## src/rtl/branch_redirect_ctrl.sv

```systemverilog
// branch_redirect_ctrl: control-flow redirect sequencer between branch
// resolution and fetch, with an optional 2-bit saturating BHT that gives
// fetch a taken/not-taken hint.
// Optional feature macro: BHT_EN (BHT present). When it is undefined, the
// hint is tied to 0 and the resolve-side hint is treated as 0.
module branch_redirect_ctrl #(
   parameter int WIDTH_PC  = 32,
   parameter int BHT_IDX_W = 6
) (
   input  logic                clk,
   input  logic                rst,
   input  logic [WIDTH_PC-1:0] pc_IF,
   output logic                predTaken,
   input  logic                resolveValid,
   input  logic                resolveIsCond,
   input  logic [WIDTH_PC-1:0] resolvePC,
   input  logic                resolvePredTaken,
   input  logic                PCSel,
   input  logic [WIDTH_PC-1:0] branchPC,
   input  logic                fetchReady,
   output logic                redirectValid,
   output logic [WIDTH_PC-1:0] redirectPC,
   output logic                flush,
   output logic                stall
);

   typedef enum logic {IDLE, REDIRECT} state_t;

   state_t              state;
   state_t              state_next;
   logic [WIDTH_PC-1:0] redirect_pc_q;
   logic [WIDTH_PC-1:0] target;
   logic                hint;
   logic                mispredict;
   logic                unused_bits;

`ifdef BHT_EN
   localparam int unsigned BHT_DEPTH = 1 << BHT_IDX_W;

   logic [1:0]           bht [BHT_DEPTH];
   logic [BHT_IDX_W-1:0] fetch_idx;
   logic [BHT_IDX_W-1:0] resolve_idx;

   assign fetch_idx   = pc_IF[BHT_IDX_W+1:2];
   assign resolve_idx = resolvePC[BHT_IDX_W+1:2];
   assign predTaken   = bht[fetch_idx][1];
   assign hint        = resolvePredTaken;

   // BHT: bulk init on reset, saturating update for conditional branches in IDLE
   always_ff @(posedge clk) begin
      if (rst) begin
         for (int unsigned i = 0; i < BHT_DEPTH; i++) begin
            bht[BHT_IDX_W'(i)] <= 2'b01;
         end
      end else if ((state == IDLE) && resolveValid && resolveIsCond) begin
         if (PCSel) begin
            if (bht[resolve_idx] != 2'b11) begin
               bht[resolve_idx] <= bht[resolve_idx] + 2'b01;
            end
         end else begin
            if (bht[resolve_idx] != 2'b00) begin
               bht[resolve_idx] <= bht[resolve_idx] - 2'b01;
            end
         end
      end
   end
`else
   assign predTaken = 1'b0;
   assign hint      = 1'b0;
`endif

   // pc_IF and the carried hint are only consumed when the BHT is built in
   assign unused_bits = ^{pc_IF, resolvePredTaken};

   assign mispredict = resolveValid & (~resolveIsCond | (PCSel ^ hint));
   assign target     = (resolveIsCond & ~PCSel) ? (resolvePC + WIDTH_PC'(4))
                                                : branchPC;

   // State register
   always_ff @(posedge clk) begin
      if (rst) begin
         state <= IDLE;
      end else begin
         state <= state_next;
      end
   end

   // Next-state logic: enter REDIRECT on mispredict, leave on fetch handshake
   always_comb begin
      state_next = state;
      unique case (state)
         IDLE:     if (mispredict) state_next = REDIRECT;
         REDIRECT: if (fetchReady) state_next = IDLE;
         default:  state_next = IDLE;
      endcase
   end

   // Redirect PC capture; cleared when the handshake completes
   always_ff @(posedge clk) begin
      if (rst) begin
         redirect_pc_q <= '0;
      end else if ((state == IDLE) && mispredict) begin
         redirect_pc_q <= target;
      end else if ((state == REDIRECT) && fetchReady) begin
         redirect_pc_q <= '0;
      end
   end

   // Outputs are a pure function of state
   always_comb begin
      redirectValid = (state == REDIRECT);
      flush         = (state == REDIRECT);
      stall         = (state == REDIRECT);
      redirectPC    = redirect_pc_q;
   end

endmodule

```

## config.mk

```make
export PLATFORM = sky130hd
export DESIGN_NAME = branch_redirect_ctrl
export DESIGN_NICKNAME = d
export VERILOG_FILES = /design/src/rtl/branch_redirect_ctrl.sv
export SDC_FILE = /design/constraint.sdc
export NUM_CORES = 1
export LEC_CHECK = 0
export CORE_MARGIN = 4
export CORE_UTILIZATION = 25
export DETAILED_ROUTE_END_ITERATION = 16
export HOLD_SLACK_MARGIN = 0.15
export PLACE_DENSITY = 0.71
export SLEW_MARGIN = 10
export SYNTH_ARGS = -nofsm -noshare
export SYNTH_HDL_FRONTEND = slang
export SYNTH_SLANG_ARGS = --single-unit
export TNS_END_PERCENT = 20
```

## constraint.sdc

```tcl
create_clock -name clk -period 2.08 [get_ports clk]
set_input_delay 0.312 -clock clk [delete_from_list [all_inputs] [get_ports clk]]
set_output_delay 0.312 -clock clk [all_outputs]
set_load 0.01 [all_outputs]
```

* After elaboration in Yosys (flattened, before gate mapping) *
Index checks and enable logic that the tools add are counted.

operators by class
  add/sub/neg operators = 1
  mux-type cells = 6
  bitwise operators = 6
  reduce and logical (&&, ||, !) cells = 3

operator list
  operator                                                         count
  32-bit two-way mux                                               3
  32-bit by 3-bit adder with 32-bit output, second input constant  1
  1-bit NOT                                                        3
  1-bit bitwise AND                                                2
  1-bit logical AND                                                2
  1-bit two-way mux                                                2
  1-bit one-hot mux with 2 select lines                            1
  2-bit nonzero test                                               1
  1-bit bitwise OR                                                 1

storage, ports and cells
  register bits = 33
  bits of input ports = 103
  output and inout bits = 36
  word-level logic and storage cells = 18

* Depth between registers and ports, before layout *
Gate-level depths: netlist of run 1.

  depth after elaboration = 5
  gate-level depth with buffers = 5
  mapped depth without buffers = 3

* Least setup slack after synthesis of run 1 *
No wires, ideal clock.

  kind = input -> register
  start point = input port resolveIsCond
  end point = register redirect_pc_q[0], in the netlist redirectPC[0]
  library setup time = 0.072 ns
  arrival = 1.035 ns
  required time = 2.008 ns
  path slack = 0.974 ns
  stages on the path = 5
  path buffers = 2
  cells stage by stage = nor2b_4 -> nor3b_2 -> buf_6 -> buf_12 -> mux2i_1

between the ends
  longest elaborated chain between the ends = 5
  elaborated cells between the ends (all ways) = 8
  those cells by class = mux: 2; bitwise: 4; reduce/logical: 2

ends and longest elaborated chain
  what                                                      line  text
  start: declaration                                        15    input logic resolveIsCond,
  1-bit NOT                                                 75    assign mispredict = resolveValid & (~resolveIsCond | (PCSel ^ hint));
  1-bit bitwise OR                                          75
  1-bit bitwise AND                                         75
  1-bit logical AND                                         102   end else if ((state == IDLE) && mispredict) begin
  32-bit two-way mux or 2-bit nonzero test (tied branches)  --
  end signal: assignment                                    103   redirect_pc_q <= target;
  end: declaration                                          31    logic [WIDTH_PC-1:0] redirect_pc_q;

Several ways; a longest one is shown, not always the timed one.
A chain may end at the register's enable or synchronous reset.

* Worst setup path after layout of run 1 *
  start point = register state, in the netlist flush
  end point = output port flush

RTL lines
  what                      line  text
  start: declaration        29    state_t state;
  start signal: assignment  84    state <= state_next;
  end: declaration          23    output logic flush,

No word-level cell between the ends.

==> impl_results.md, run 1 <==
* Final Hold Viols at 0
* H-Tree Depth at 2
* Post-Syn Nets at 251
* # diodes at 0
* Max stage delay on crit path at 0.61 ns
* Syn. warnings at 0
* RSZ-0062 raised after global routing: no
* CP required at 1.77 ns
* Placed Instances at ~280
* Largest net degree at the start of global routing at 33
* Core Box Area at 5608 um2
* Die Wd at 84.85 um
* Number of synthesized flops with an enable pin at 0
* Mux cell area share after synthesis at 0.2169
* Die area at a little over 7000 um2
* Distinct cell type count after synthesis at 15
* Simple-gate area share of the yosys netlist at 0.2390
* Share of post-route cells with drive strength above 1 at 0.07306
* CP endpoint kind: output port
* Synth Register Bits at 33
* Crit Path Class: reg2out
* R2r worst-path depth at 3
* Critical path's slowest cell: clkdlybuf4s50_1
* Reg2Reg Setup Slack at 0.88 ns
* Total congestion overflow at 0
* # IOs at 139
* Gr usage total at 0.09794
* Place WS at 0.4239 ns
* Initial antenna violation count at 0
* Vias in the first global route at 1248
* Largest delay share family, worst path: buffers and inverters
* Pwr dens at about 660 nW/um2
* Hold endpoint: redirectPC[13]$_SDFFE_PP0P_
* Run status: complete, no violations
* Period utilization at 0.8064
* Setup TNS at 0 ns
* DRT Pass-1 Iters at 4
* Final nets at 321
* Worst min-delay path class: reg2reg
* CP Launch Type: flop
* Sequential share of the synthesized area at 0.4475
* MaxCap Viol Count at 0
* Initial drt markers at 25
* Max clock buf depth at 2
* Final ANT Viol Nets at 0
* Main flop type after synthesis: dfxtp_1
* # resized after CTS at 0
* Critical path peak fanout at 6
* Synth Area per Inst at 9.976 um2
* Crit path cell chain: clkdlybuf4s50_1
* Starting density of the core at 0.2633
* Most frequent cell after synthesis: dfxtp_1
* Area grow syn2layout at 56.95%
* Post-synth top cells: 33 x dfxtp_1, 32 x mux2i_1, 32 x nand2_1, 32 x nand2b_1
* Rows at 27
* Post-Syn Area at 1476 um2
* Post-synthesis compound-gate area fraction at 0.01271
* Final setup fails at 0
* RePlAce Congestion at roughly 0.73
* Max VDD drop at between 0.0002 and 0.0003 V
* Synth Area in Adders at 0
* PortBufs at approximately 70
* Hold Path Origin: redirectPC[13]$_SDFFE_PP0P_
* Crit path buf inv count at 1
* FMAX at 596.2 MHz
* Routed len/inst at 11.94 um
* Leakage at 0.8813 nW
* Worst reg2reg path endpoint: redirectPC[4]$_SDFFE_PP0P_
* Fin cells at 291
* Hold depth at 2
* Worst skew pair latency at 0.27 ns
* Vias at 1206
* Yosys top cell area share at 0.4475
* CP Data Arrival Time at 1.37 ns
* Hold-fix buffers at CTS at 0
* Power Total at 1.532 mW
* Drt drc at 0
* Asr flop ratio synth at 0
* Synth area leader: dfxtp_1
* First-pass GRT wire length at 5623 um
* Gate Count Post-Synth at 148
* Reg2reg start: flush$_SDFF_PP0_
* Post-DP HPWL at 2498 um
* Main combinational cell family by area after synthesis: simple AND/OR/NAND/NOR gates
* Clock root buffer: clkbuf_8
* Post-synthesis xor/xnor area fraction at 0
* Cts bufs inserted at 5
* Via/cell ratio at 4.144
* Clock Skew at approximately 0.005 ns
* PnR worst setup slack at between 0.4 and 0.5 ns
* Clk sinks at 33
* Synth top area cells: dfxtp_1 45%, mux2i_1 22%, nand2b_1 14%
* CTS tree: yes
* Die Ht at between 80 and 90 um
* Fillcell total at 561
* Post-CTS Setup Repair Bufs at 0
* Post-Route WL at roughly 3500 um
* Slew Limit Fails at 0
* Worst-path clk slew at 0.07 ns
* Final Critical Period at around 1.7 ns
[worst max path at each step]
stage,from,cells past startpoint,end
global placement,PCSel,5,redirectPC[10]$_SDFFE_PP0P_
finish,flush$_SDFF_PP0_,1,flush
CTS,flush$_SDFF_PP0_,1,flush
detailed placement,PCSel,5,redirectPC[10]$_SDFFE_PP0P_
floorplan,resolveIsCond,5,redirectPC[0]$_SDFFE_PP0P_
global route,flush$_SDFF_PP0_,1,flush
[routing by layer]
metal / vias to the layer above / part of all wire / global-route usage
met3: 5 / 0.11 / 0.05340
met1: 544 / 0.43 / 0.1072
li1: 606 / - / -
met5: - / 0 / 0
met4: 0 / 0.0066 / 0.03022
met2: 51 / 0.46 / 0.1630
[metrics by stage]
step                        util  hold WS (ns)  cell area [um2]
final                     0.4132        0.4575             2317
after CTS                 0.4132        0.4602             2317
after global routing      0.4132        0.4730             2317
after detailed placement  0.3951        0.4458             2216
after global placement    0.3951        0.4410             2216
after floorplan                -        0.4667             1476
[logic make-up (layout without fill, tap and decap cells)]
group	Yosys count	count (layout)
AOI/OAI and AO/OA	2	2
buffers and inverters	13	84
DFF	33	33
muxes	32	32
other	1	1
and+or+nand+nor	67	67
[cells in the final DEF (no fill, tap or decap)]
master            n
nor2b_4           1
clkdlybuf4s50_1  72
nand2b_1         32
nor3b_4           1
buf_4             3
o21ba_2           1
dfxtp_1          33
conb_1            1
a21oi_2           1
clkbuf_8          7
buf_12            1
clkinv_2          1
mux2i_1          32
nand2_1          32
nor2b_1           1
[flip-flops by register name, summed over array words and instances (netlist names)]
register,count
redirectPC,32
flush,1
[where the power goes]
| part | internal (mW) | switching, mW | total [mW] |
|---|---|---|---|
| registers | 0.673 | 0.0224 | 0.696 |
| clock network | 0.299 | 0.223 | 0.522 |
| logic | 0.196 | 0.118 | 0.314 |
[final cells by class]
type	instances	area, um2	share of cell area
clock buffers	7	96.34	0.04158
clock inverters	1	5.005	0.002160
well taps	72	90.09	0.03888
flip-flops and latches	33	660.6	0.2851
multi-input cells	102	701.9	0.3029
repair buffers	76	763.2	0.3294
Note: power is estimated with default switching activity, not from simulation.
==> inputs of run 2 (changes only) <==
--- a/config.mk
+++ b/config.mk
@@ -9,7 +9,7 @@
 export CORE_UTILIZATION = 25
 export DETAILED_ROUTE_END_ITERATION = 16
 export HOLD_SLACK_MARGIN = 0.15
-export PLACE_DENSITY = 0.71
+export PLACE_DENSITY = 0.74
 export SLEW_MARGIN = 10
 export SYNTH_ARGS = -nofsm -noshare
 export SYNTH_HDL_FRONTEND = slang
==> constraint.sdc (replaced) <==
create_clock -name clk -period 1.5 [get_ports clk]
set_input_delay 0.225 -clock clk [delete_from_list [all_inputs] [get_ports clk]]
set_output_delay 0.225 -clock clk [all_outputs]
set_load 0.01 [all_outputs]
==> run 2 against run 1 <==
Routed wire length rose by 4.7%. Cell area is 1.0% higher. Largest power group unchanged. Sequential cell count did not move. Largest cell class unchanged.
==> impl_results.md, run 2 (synthesis results as in run 1) <==
* Setup TNS at 0 ns
* RePlAce Congestion at 0.7199
* CP Data Arrival Time at around 1.2 ns
* Initial antenna violation count at 0
* Pwr dens at 885.8 nW/um2
* Final setup fails at 0
* Post-Route WL at around 3600 um
* Slew Limit Fails at 0
* Hold-fix buffers at CTS at 0
* Hold Path Origin: redirectPC[4]$_SDFFE_PP0P_
* Crit Path Class: reg2out
* Worst skew pair latency at around 0.27 ns
* Run status: complete, no violations
* Reg2Reg Setup Slack at slightly above 0.3 ns
* Hold depth at 2
* Drt drc at 0
* Routed len/inst at between 10 and 15 um
* Worst min-delay path class: reg2reg
* Clk sinks at 33
* Hold endpoint: redirectPC[4]$_SDFFE_PP0P_
* DRT met1 WL at 1602 um
* Vias in the first global route at 1298
* Initial drt markers at 40
* CP Launch Type: flop
* PnR worst setup slack at roughly 0.066 ns
* Die area at around 7200 um2
* Final Hold Viols at 0
* Gr usage total at 0.1027
* Clock Skew at between 0.002 and 0.003 ns
* Core Box Area at 5608 um2
* CP Depth at 1
* # diodes at 0
* First-pass GRT wire length at about 6000 um
* CTS tree: yes
* Place WS at -0.09350 ns
* Period utilization at 0.9557
* MaxCap Viol Count at 0
* Via/cell ratio at 4.215
* Max VDD drop at roughly 0.00033 V
* Final Critical Period at between 1 and 1.5 ns
* FMAX at 697.6 MHz
* DR top layer: met4
* Area grow syn2layout at 58.56%
* Final ANT Viol Nets at 0
* Leading cell type in the layout, fill and taps excluded: clkdlybuf4s50_1
* Vias at about 1.2k
* Final nets at 324
* Total congestion overflow at 0
* Reg2reg start: flush$_SDFF_PP0_
* Critical path peak fanout at 6
* Max stage delay on crit path at 0.55 ns
* Leakage at ~0.89 nW
* Max FFs per register at 32
* Largest net degree at the start of global routing at 20
* DRT Pass-1 Iters at 4
* Detail Route met3 WL at 292 um
* CP required at 1.27 ns
* Share of post-route cells with drive strength above 1 at 0.08145
* Cts bufs inserted at 5
* Power Total at 2.074 mW
* Max clock buf depth at 2
* RSZ-0062 raised after global routing: no
* Worst reg2reg path endpoint: redirectPC[20]$_SDFFE_PP0P_
* Post-CTS Setup Repair Bufs at 0
* # IOs at approximately 140
* Die Ht at 84.85 um
* Post-DP HPWL at 2663 um
* Clock root buffer: clkbuf_8
* Crit path buf inv count at 1
* Most frequent cells in the layout: 72 x clkdlybuf4s50_1, 32 x nand2_1, 32 x nand2b_1, 32 x mux2i_1, 32 x dfxtp_1
* H-Tree Depth at 2
* Crit path cell chain: clkdlybuf4s50_1
* Worst-path clk slew at ~0.06 ns
* PortBufs at approximately 70
* Largest delay share family, worst path: buffers and inverters
* Die Wd at 84.85 um
* CP endpoint kind: output port
* Starting density of the core at 0.2633
* Critical path's slowest cell: clkdlybuf4s50_1
* R2r worst-path depth at 3
* Met2 Wirelength at 1703 um
* Rows at 27
==> run 2: changes by cell type in the layout (fill, tap and decap cells not counted), sizes merged <==
cell | previous run | this run
buf | 4 | 7
clkinv | 1 | 0
==> run 2: how the worst max path moves through the flow <==
stage | end | slack [ns] | from
floorplan | redirectPC[0]$_SDFFE_PP0P_ | 0.40 | flush$_SDFF_PP0_
global placement | redirectPC[15]$_SDFFE_PP0P_ | -0.06 | PCSel
detailed placement | redirectPC[16]$_SDFFE_PP0P_ | -0.09 | PCSel
CTS | flush | 0.002 | flush$_SDFF_PP0_
global route | flush | 0.02 | flush$_SDFF_PP0_
finish | flush | 0.07 | flush$_SDFF_PP0_
==> run 2: where the power goes <==
part | internal (mW) | switching, mW
combinational | 0.283 | 0.167
clock | 0.364 | 0.294
sequential | 0.934 | 0.0318
==> run 2: layer usage <==
metal | vias to the layer above | track usage
met5 | - | 0
met4 | 0 | 0.02590
met3 | 5 | 0.04563
met2 | 47 | 0.1744
met1 | 569 | 0.1183
li1 | 614 | -
==> run 2: what timing repair did <==
action / 4_1_cts / 5_1_grt
setup endpoints to repair: 3 / 3
resized for setup: 1 / 1
hold endpoints to repair: 0 / 0
==> run 2: layout make-up <==
cell class,count,area (um2)
Clock buffer,7,86.33
Fill cell,568,3267
Multi-Input combinational cell,102,701.9
Sequential cell,33,664.4
Tap cell,72,90.09
Timing Repair Buffer,79,798.3
==> run 2: stage by stage <==
step | instances | utilization | hold WS (ns) | cell area, um2
after floorplan | 148 | - | 0.3797 | 1476
after global placement | 286 | 0.4014 | 0.4417 | 2251
after detailed placement | 286 | 0.4014 | 0.4503 | 2251
after CTS | 293 | 0.4170 | 0.4607 | 2338
after global routing | 293 | 0.4174 | 0.4809 | 2341
final | 293 | 0.4174 | 0.4559 | 2341
==> RTL edit 1 (settings of run 2) <==
Set the parameter `WIDTH_PC` to 64 (it was 32).
--- a/src/rtl/branch_redirect_ctrl.sv
+++ b/src/rtl/branch_redirect_ctrl.sv
@@ -4,7 +4,7 @@
 // Optional feature macro: BHT_EN (BHT present). When it is undefined, the
 // hint is tied to 0 and the resolve-side hint is treated as 0.
 module branch_redirect_ctrl #(
-   parameter int WIDTH_PC  = 32,
+   parameter int WIDTH_PC  = 64,
    parameter int BHT_IDX_W = 6
 ) (
    input  logic                clk,
Interface: changed (resized branchPC, pc_IF, redirectPC and resolvePC); port bits go from 139 to 267. The function was not compared with the original's and may differ.
==> RTL edit 1 against run 2 <==
Setup slack worse by 0.0027 ns; synthesized cell count grew 93%; sequential share of layout area rose by 0.25 points; critical path depth did not move; total power grew 120%; combinational power increased by 86%; routed wire length is 100% higher; sequential cell count rose by 32; area after synthesis increased by 93%; final area up 95%; via count is 88% higher; global-route usage rose by 0.80 points; hold slack got worse by 0.041 ns; critical path type unchanged; critical endpoint is now redirectPC[20]; largest power group unchanged.
==> RTL edit 1: results (changes against run 2) <==
| Metric | Value |
|---|---|
| Tot GR Track Use | `11.07% (was 10.27%)` |
| Largest net degree at the start of global routing | `36 (was 20)` |
| Worst Hold End | `redirectPC[49]$_SDFFE_PP0P_ (was redirectPC[4]$_SDFFE_PP0P_)` |
| Vias in the first global route | `2425 (was 1298)` |
| Root buf cell | `clkbuf_16 (was clkbuf_8)` |
| Worst path max stage delay | `0.57 ns (was 0.55 ns)` |
| HPWL Detailed | `5341 um (was 2663 um)` |
| Max VDD drop | `0.3898 mV (was 0.3263 mV)` |
| Gpl congestion | `0.7220 (was 0.7199)` |
| Comb power | `836 uW (was 450 uW)` |
| Hold slack | `0.4148 ns (was 0.4559 ns)` |
| R2R Setup Slk | `0.21 ns (was 0.31 ns)` |
| CP Max Fanout | `2 (was 6)` |
| Period utilisation layout | `95.75% (was 95.57%)` |
| Cts repair resizes | `5 (was 1)` |
| Dpl cell area | `4278 um2 (was 2251 um2)` |
| Synth cell count leaders | `65 x dfxtp_1, 64 x mux2i_1, 64 x nand2_1, 64 x nand2b_1, 7 x buf_2 (was 33 x dfxtp_1, 32 x mux2i_1, 32 x nand2_1, 32 x nand2b_1)` |
| Placement Setup Slack | `-0.2086 ns (was -0.09350 ns)` |
| Worst Hold Class | `primary input to flop (was flop to flop)` |
| IO buf count | `136 (was 72)` |
| Final Non-Filler Cells | `561 (was 293)` |
| Complex-gate fraction of the synthesized area | `0.9219% (was 1.271%)` |
| H-Tree Depth | `3 (was 2)` |
| Min-delay src | `rst (was redirectPC[4]$_SDFFE_PP0P_)` |
| Number of flip-flops in the largest register | `64 (was 32)` |
| Run status | `completed (unchanged)` |
| Routed len/inst | `13.02 um (was 12.41 um)` |
| Beginning of the critical path | `redirectPC[20]$_SDFFE_PP0P_ (was flush$_SDFF_PP0_)` |
| First-pass GRT wire length | `11580 um (was 5996 um)` |
==> RTL edit 1: final cells by class <==
class                           count  area, um2
Multi-Input combinational cell    198       1350
Sequential cell                    65       1305
Tap cell                          140      175.2
Fill cell                        1068       6425
Clock buffer                       13      260.3
Timing Repair Buffer              142       1453
Clock inverter                      3      15.01
==> RTL edit 1: layer usage <==
| layer | vias up | track usage, % |
|---|---|---|
| met3 | 10 | 4.579 |
| met4 | 0 | 5.164 |
| li1 | 1178 | - |
| met1 | 1039 | 13.63 |
| met2 | 95 | 16.88 |
| met5 | - | 0 |
==> RTL edit 1: logic make-up after synthesis <==
kind of cell	Yosys count
other	1
AO/OA/AOI/OAI	2
buffers and inverters	23
AND/OR/NAND/NOR	131
multiplexers	64
flip-flops	65
==> RTL edit 1: worst register-to-register path: cells and delay by family (launching register included) <==
family	cells	cell delay, ns
flops	1	0.37
simple gates	1	0.30
buf+inv	1	0.28
mux	1	0.27
==> RTL edit 2 (config.mk and constraints of run 2) <==
Without the edit above. Put a register stage on the output `redirectPC`, cleared by the reset. The value now appears one clock later. The other outputs are not delayed to match.
--- a/src/rtl/branch_redirect_ctrl.sv
+++ b/src/rtl/branch_redirect_ctrl.sv
@@ -25,6 +25,8 @@
 );
 
    typedef enum logic {IDLE, REDIRECT} state_t;
+
+   logic [WIDTH_PC-1:0] redirectPC_d;
 
    state_t              state;
    state_t              state_next;
@@ -111,7 +113,15 @@
       redirectValid = (state == REDIRECT);
       flush         = (state == REDIRECT);
       stall         = (state == REDIRECT);
-      redirectPC    = redirect_pc_q;
+      redirectPC_d  = redirect_pc_q;
+   end
+
+   always_ff @(posedge clk) begin
+      if (rst) begin
+         redirectPC <= '0;
+      end else begin
+         redirectPC <= redirectPC_d;
+      end
    end
 
 endmodule
Function: changed (Yosys sat finds a counterexample within 4 cycles, from zero or initial values and one cycle with rst high).
==> RTL edit 2 against run 2 <==
Sequential cell count is 32 higher; final area grew 48%; register-to-register slack gained 0.05 ns; setup slack gained 0.013 ns; total power grew 89%; area after synthesis rose by 63%; routed wire length increased by 54%; non-clock buffer count increased by 1; count of clock-buffer cells in the layout rose by 2; largest cell class is now flip-flops and latches.
==> RTL edit 2: results (changes against run 2) <==
| Metric | Value |
|---|---|
| Average size of a mapped cell | `10.44 um2 (was 9.976 um2)` |
| Max clock buf depth | `2 (unchanged)` |
| Nets | `396 (was 324)` |
| CTS Buf Count | `9 (was 5)` |
| CP delay by family, top | `buffers and inverters (unchanged)` |
| Clk_skew | `0.006250 ns (was 0.002679 ns)` |
| Met1 Use GR | `13.52% (was 11.83%)` |
| Power Internal | `2994 uW (was 1581 uW)` |
| WL final | `5585 um (was 3636 um)` |
| Layout cells sized above 1 | `16.78% (was 8.145%)` |
| Largest net degree at the start of global routing | `66 (was 20)` |
| Synth Area in XOR/XNOR | `0% (unchanged)` |
| Pwr per Cell Area | `1132 nW/um2 (was 885.8 nW/um2)` |
| Total core area | `9284 um2 (was 5608 um2)` |
| Clock Latency Late Sink | `0.33 ns (was 0.27 ns)` |
| CP Max Fanout | `1 (was 6)` |
| Gate power share | `12.1% (was 21.7%)` |
| Netlist cell types | `17 (was 15)` |
| # fillers | `938 (was 568)` |
| H-Tree Depth | `3 (was 2)` |
| Initial DRC Count | `36 (was 40)` |
| Met2 usage | `16.44% (was 17.44%)` |
| Initial antenna violation count | `0 (unchanged)` |
| Leakage | `0.001243 uW (was 0.0008903 uW)` |
| Max VDD drop | `0.3834 mV (was 0.3263 mV)` |
| Synth cell count leaders | `65 x dfxtp_1, 35 x nor2b_1, 33 x a21oi_1, 32 x nand3_1, 20 x o211ai_2 (was 33 x dfxtp_1, 32 x mux2i_1, 32 x nand2_1, 32 x nand2b_1)` |
| GR Layer Usage met3 | `4.675% (was 4.563%)` |
| First-pass GRT wire length | `9494 um (was 5996 um)` |
| Routed len/inst | `13.08 um (was 12.41 um)` |
| Tot GR Track Use | `10.81% (was 10.27%)` |
| Cts repair resizes | `4 (was 1)` |
| Mux share of post-synthesis cell area | `0% (was 21.69%)` |
| Complex-gate fraction of the synthesized area | `21.04% (was 1.271%)` |
| Placement Setup Slack | `-0.009402 ns (was -0.09350 ns)` |
| Hold Crit Depth | `3 (was 2)` |
| Sequential share of the synthesized area | `54.17% (was 44.75%)` |
| # placed instances | `411 (was 286)` |
| HPWL Detailed | `3565 um (was 2663 um)` |
| Clock group total power | `1600 uW (was 658 uW)` |
| R2R depth | `4 (was 3)` |
| Run status | `completed (unchanged)` |
| Synthesized Nets | `333 (was 251)` |
| Gpl congestion | `0.6476 (was 0.7199)` |
## RTL edit 2: changes by cell type in the layout (fill, tap and decap cells not counted), sizes merged, moves of 30 or more
cell / change
a21oi: +32
mux2i: -32
dfxtp: +32
nor2b: +33
nand2: -31
nand3: +32
nand2b: -30
o211ai: +32
## RTL edit 2: metal layers
| metal | wire [um] | part of all wire (%) |
|---|---|---|
| met1 | 2443 | 44 |
| met2 | 2647 | 47 |
| met3 | 421 | 7.5 |
| met4 | 72 | 1.3 |
| met5 | 0 | 0 |
## RTL edit 2: worst paths after layout
path,from,end,slack [ns]
hold reg to reg,redirectPC_d[15]$_SDFFE_PP0P_,redirectPC[15]$_SDFF_PP0_,0.47
hold / removal,rst,flush$_SDFF_PP0_,0.35
setup / recovery,redirectPC[6]$_SDFF_PP0_,redirectPC[6],0.08
setup reg to reg,flush$_SDFF_PP0_,redirectPC_d[20]$_SDFFE_PP0P_,0.36
## RTL edit 2: cells by family (layout without fill, tap and decap cells)
kind of cell	Yosys count	after routing
DFF	65	65
buffers and inverters	28	96
and+or+nand+nor	71	71
AOI/OAI and AO/OA	65	65
other	1	1
## RTL edit 2: cell type report
class / instances / area share (%)
well taps: 129 / 4.662
multi-input cells: 137 / 26.82
repair buffers: 80 / 24.61
clock inverters: 7 / 2.711
clock buffers: 9 / 3.578
flip-flops and latches: 65 / 37.62
## RTL edit 2: through the flow
step                      setup TNS, ns  utilization (%)  area (um2)
after detailed placement       -0.02477            34.92        3242
after global routing                  0            37.29        3462
after CTS                             0            37.24        3457
final                                 0            37.29        3462
after global placement                0            34.92        3242
after floorplan                       0                -        2402
## RTL edit 2: worst register-to-register path, stage by stage (launching register included)
cell and delay (ns):
dfxtp_2 0.38, nand2b_4 0.16, buf_12 0.21, o211ai_1 0.15
a21oi_1 0.16
